===== config.mk =====
export PLATFORM = sky130hd
export DESIGN_NAME = msg_header_streamer
export DESIGN_NICKNAME = d
export VERILOG_FILES = /design/src/rtl/msg_header_streamer.sv
export SDC_FILE = /design/constraint.sdc
export NUM_CORES = 1
export LEC_CHECK = 0
export CAP_MARGIN = 25
export CORE_ASPECT_RATIO = 1.1
export CORE_MARGIN = 2
export CORE_UTILIZATION = 40
export CTS_CLUSTER_DIAMETER = 100
export DETAILED_ROUTE_END_ITERATION = 10
export PLACE_DENSITY = 0.71
export RECOVER_POWER = 100
export SLEW_MARGIN = 20
export SYNTH_ARGS = -nofsm -noshare
export SYNTH_HDL_FRONTEND = slang
export SYNTH_SLANG_ARGS = --single-unit

===== constraint.sdc =====
create_clock -name clk_i -period 4.6 [get_ports clk_i]
set_clock_uncertainty 0.15 [all_clocks]
set_input_delay 0.92 -clock clk_i [delete_from_list [all_inputs] [get_ports clk_i]]
set_output_delay 0.92 -clock clk_i [all_outputs]
set_load 0.05 [all_outputs]

===== src/rtl/msg_header_streamer.sv =====
// msg_header_streamer: streams a little-endian message header (sync, length, ID, sequence, optional checksum)
// over a valid/ready byte handshake and keeps an auto-incrementing sequence counter.
module msg_header_streamer #(
    parameter logic [15:0] SYNC_WORD        = 16'h1234,
    parameter logic [15:0] SEQ_INIT         = 16'h0000,
    parameter bit          INCLUDE_CHECKSUM = 1'b0
) (
    input  logic        clk_i,
    input  logic        reset_i,
    input  logic        start_i,
    input  logic [15:0] id_i,
    input  logic [15:0] data_byte_count_i,
    input  logic        seq_load_i,
    input  logic [15:0] seq_load_value_i,
    input  logic        byte_ready_i,
    output logic [7:0]  header_byte_o,
    output logic        byte_valid_o,
    output logic        last_byte_o,
    output logic        busy_o,
    output logic        done_o,
    output logic [15:0] msg_byte_count_o,
    output logic [15:0] seq_number_o
);
    localparam logic [3:0] LAST_IDX = INCLUDE_CHECKSUM ? 4'd8 : 4'd7;
    typedef enum logic {IDLE, SEND} state_t;
    state_t      state_q;
    logic [3:0]  idx_q;
    logic [15:0] id_q, mbc_q, seq_q;
    logic        done_q;
    logic [7:0]  csum, byte_sel;
    logic        at_last;
    assign at_last = idx_q == LAST_IDX;
    // seq_q cannot change while sending, so it is the value captured at Start
    assign csum = 8'h00 - (SYNC_WORD[7:0] + SYNC_WORD[15:8] + mbc_q[7:0] + mbc_q[15:8]
                         + id_q[7:0] + id_q[15:8] + seq_q[7:0] + seq_q[15:8]);
    always_comb begin
        byte_sel = csum;
        case (idx_q)
            4'd0: byte_sel = SYNC_WORD[7:0];
            4'd1: byte_sel = SYNC_WORD[15:8];
            4'd2: byte_sel = mbc_q[7:0];
            4'd3: byte_sel = mbc_q[15:8];
            4'd4: byte_sel = id_q[7:0];
            4'd5: byte_sel = id_q[15:8];
            4'd6: byte_sel = seq_q[7:0];
            4'd7: byte_sel = seq_q[15:8];
            default: byte_sel = csum;
        endcase
    end
    always_ff @(posedge clk_i) begin
        if (reset_i) begin
            state_q <= IDLE;
            idx_q   <= 4'd0;
            id_q    <= 16'h0000;
            mbc_q   <= 16'h0000;
            seq_q   <= SEQ_INIT;
            done_q  <= 1'b0;
        end else begin
            done_q <= 1'b0;
            if (state_q == IDLE) begin
                if (seq_load_i) seq_q <= seq_load_value_i;
                if (start_i) begin
                    state_q <= SEND;
                    idx_q   <= 4'd0;
                    id_q    <= id_i;
                    mbc_q   <= data_byte_count_i + {12'd0, LAST_IDX} + 16'd1;
                end
            end else if (byte_ready_i) begin
                idx_q <= idx_q + 4'd1;
                if (at_last) begin
                    state_q <= IDLE;
                    idx_q   <= 4'd0;
                    done_q  <= 1'b1;
                    seq_q   <= seq_q + 16'd1;
                end
            end
        end
    end
    assign byte_valid_o     = state_q == SEND;
    assign busy_o           = state_q == SEND;
    assign header_byte_o    = byte_valid_o ? byte_sel : 8'h00;
    assign last_byte_o      = byte_valid_o && at_last;
    assign done_o           = done_q;
    assign msg_byte_count_o = mbc_q;
    assign seq_number_o     = seq_q;
endmodule


==> flow_metrics.env <==
export IMPL_outcome="complete, but fails checks"
export IMPL_violations="capacitance limit, slew limit, setup timing"
export IMPL_setup_viol=4
export IMPL_layout_drive_gt1_share=0.2231
export IMPL_crit_fanout=2
export IMPL_synth_area_per_cell_um2=8.076
export IMPL_die_h_um=109.1
export IMPL_yosys_warnings=0
export IMPL_cts_buffers=5
export IMPL_vias_per_cell=5.515
export IMPL_max_cap_violations=1
export IMPL_synthesis_area_um2=4014
export IMPL_syn_nets=593
export IMPL_tightestPinTransition_ns=1.662
export IMPL_ir_worst_vdd_v=0.0001955
export IMPL_cpMostUsedCell="fa_1"
export IMPL_rsz0062_at_grt="yes"
export IMPL_pre_cts_slack_ns=-0.1828
export IMPL_power_frac_comb=0.574
export IMPL_final_util=0.5867
export IMPL_startpoint_type="flip-flop"
export IMPL_hp_start="id_q[15]"
export IMPL_wire_per_inst_um=18.05
export IMPL_fin_nets=718
export IMPL_die_x_um=99.51
export IMPL_rr_worst_depth=7
export IMPL_rr_endpoint="seq_number_o[12]"
export IMPL_grt_overflow_total=0
export IMPL_r2r_setup_slack_ns=0.74
export IMPL_yosysUniqueCellTypes=56
export IMPL_cp_data_required_time_ns=3.53
export IMPL_p_clk_frac=0.153
export IMPL_firstDrtPassIters=9
export IMPL_grt_pass1_vias=4015
export IMPL_arrival_ns=4.01
export IMPL_fmax_mhz=196.9
export IMPL_p_sw_uw=755.6
export IMPL_gp_congestion=0.9455
export IMPL_fp_coreArea_um2=9794
export IMPL_grt_max_degree=55
export IMPL_vias=4098
export IMPL_ctsHtreeMaxLevel=2
export IMPL_cts_tree="yes"
export IMPL_io_buffers=96
export IMPL_die_area_um2=10850
export IMPL_final_min_clock_period_ns=5.079
export IMPL_instances_no_fill=743
export IMPL_hold_depth=2
export IMPL_tns_ns=-1.160
export IMPL_num_io_pins=97
export IMPL_p_sw_frac=0.3983
export IMPL_root_buffer="clkbuf_8"
export IMPL_reg2reg_from="idx_q[0]"
export IMPL_fill_cells=845
export IMPL_clockBufferDepth=2
export IMPL_path_clk_slew_ns=0.11
export IMPL_synth_edf_count=0
export IMPL_async_reset_ff_frac=0
export IMPL_synth_largest_area_cell="dfxtp_1"
export IMPL_hp_class="flip-flop to flip-flop"
export IMPL_grt_use_total=0.2525
export IMPL_drtIter0Drc=338
export IMPL_clock_latency_ns=0.33
export IMPL_internal_power_mw=1.141
export IMPL_synth_flop_cell="dfxtp_1"
export IMPL_path_cells="inv_2, fa_1, fa_1, fa_1, ha_4, ha_4, inv_2, fa_2, inv_1, a21o_1, a21oi_2, xnor3_1, o31ai_4, buf_12"
export IMPL_postLayoutSetupSlackWorst_ns=-0.4787
export IMPL_powerDensity_nw_per_um2=330.1
export IMPL_antenna_cells=0
export IMPL_rows=38
export IMPL_slowest_delay_ns=0.60
export IMPL_slowest_stage="fa_1"
export IMPL_grt_pass1_wl_mm=21.22
export IMPL_maxSlewViolCount=45
export IMPL_ys_top_cells_by_area="dfxtp_1 27%, fa_1 13%, a21oi_1 6.0%"
export IMPL_postRouteAntennaNets=0
export IMPL_period_share=1.104
export IMPL_max_slew_margin=-0.1077
export IMPL_drc=0
export IMPL_area_growth_pct=43.17
export IMPL_critical_path_class="flip-flop to primary output"
export IMPL_dp_cells=732
export IMPL_syn_inst=497
export IMPL_p_leak_nw=2.253
export IMPL_initial_core_util=0.4098
export IMPL_min_to="id_q[15]"
export IMPL_hpwlAfterDp_mm=10.32
export IMPL_holdBufCountCts=0
export IMPL_end_kind="primary output"
export IMPL_antenna_found_initial=0
export IMPL_routed_wl_mm=13.41
export IMPL_power_frac_seq=0.273
export IMPL_hold_viol_final=0
export IMPL_ys_ff_latch=54
export IMPL_yosys_area_top_type_share=0.2693
export IMPL_cts_sinks=54
export IMPL_yosysSeqAreaShare=0.2693
-- per-stage QoR --
step                      total power, mW  hold slack (ns)  instance area (µm²)
after global routing                2.019           0.3658                 5747
final                               1.897           0.3594                 5747
after floorplan                     1.147           0.2987                 4173
after global placement              1.438           0.3263                 5569
after CTS                           1.843           0.3529                 5733
after detailed placement            1.453           0.3372                 5569
-- Yosys cell counts, drive strengths merged (5+ instances only) --
library cell / number
a211oi: 19
a21oi: 48
o21ai: 13
clkbuf: 23
nand2: 64
a221oi: 6
inv: 63
a222oi: 7
fa: 27
xor2: 8
buf: 10
ha: 16
dfxtp: 54
or4: 5
nand3: 18
nor2: 35
xnor2: 13
nor3: 8
a311oi: 7
-- what timing repair did --
action | 4_1_cts | 5_1_grt
setup endpoints to repair | 4 | 5
resized for setup | 16 | 7
pin swaps | 10 | 4
setup buffers | 1 | 2
-- registers in the layout, indices dropped and copies added (netlist names) --
register / flops
busy_o: 1
done_o: 1
id_q: 16
idx_q: 4
msg_byte_count_o: 16
seq_number_o: 16
-- routing by layer --
metal / GRT usage / up-vias / part of all wire
met5: 0 / - / 0
met4: 0.06947 / 0 / 0.030
met3: 0.03590 / 31 / 0.065
met2: 0.4319 / 186 / 0.48
met1: 0.3351 / 1921 / 0.42
li1: - / 1960 / -
-- cells by family (layout without fill, tap and decap cells) --
logic type / Yosys count / in the layout / share of synthesized area
AOI/OAI and AO/OA: 130 / 130 / 0.2170
xor gates and xnor gates: 22 / 22 / 0.05331
adders and majority gates: 43 / 43 / 0.1845
buffers and inverters: 96 / 222 / 0.09632
DFF: 54 / 54 / 0.2693
muxes: 1 / 1 / 0.002494
and+or+nand+nor: 151 / 151 / 0.1771
-- worst max-delay path by stage --
stage	startpoint	to	slack, ns	cells past startpoint
global route	msg_byte_count_o[3]	header_byte_o[7]	-0.63	14
global placement	id_q[12]	header_byte_o[7]	-0.13	15
detailed placement	id_q[11]	header_byte_o[7]	-0.18	14
CTS	id_q[2]	header_byte_o[7]	-0.44	16
finish	msg_byte_count_o[3]	header_byte_o[7]	-0.48	14
floorplan	seq_number_o[11]	header_byte_o[7]	-0.23	13
-- power by group through the flow --
stage	registers [mW]	clock network, mW	logic, mW
after floorplan	0.603	0	0.544
after global placement	0.525	0	0.913
after detailed placement	0.527	0	0.925
after CTS	0.517	0.294	1.03
after global routing	0.521	0.311	1.19
final	0.517	0.290	1.09
-- area by class of cell --
class	count	area (µm²)	area share
clock inverter	3	26.28	0.004572
sequential	54	1164	0.2025
inverter	63	236.5	0.04115
multi-input combinational	347	2704	0.4705
clock buffer	5	68.82	0.01197
tap	120	150.1	0.02613
timing repair buffer	151	1398	0.2432
-- critical path: cells and delay by family (launching register included) --
family	cells	cell delay (ns)
XOR/XNOR	1	0.26
adder cells (fa/ha/maj)	6	2.17
buffers and inverters	4	0.30
AO/OA/AOI/OAI	3	0.58
flip-flops	1	0.36
-- cell usage in the layout (no fill, tap or decap), types with 4 or more instances in the layout --
cell type        instances
buf_12                   5
nor2_1                  34
a211oi_1                18
nand2_1                 64
a21oi_1                 45
dlygate4sd3_1           38
inv_2                   14
a221oi_1                 6
inv_1                   49
clkdlybuf4s50_1         50
xnor2_1                 10
a222oi_1                 7
buf_4                   50
a311oi_1                 7
a22oi_1                  4
o21ai_0                 12
xor2_1                   8
nor4_1                   4
clkbuf_8                 5
or4_1                    4
fa_1                    25
dfxtp_4                 19
nor3_1                   7
ha_1                     8
ha_4                     7
nand3_1                 16
clkbuf_1                 4
dfxtp_2                  9
dfxtp_1                 26
Note: power is estimated with default switching activity, not from simulation.
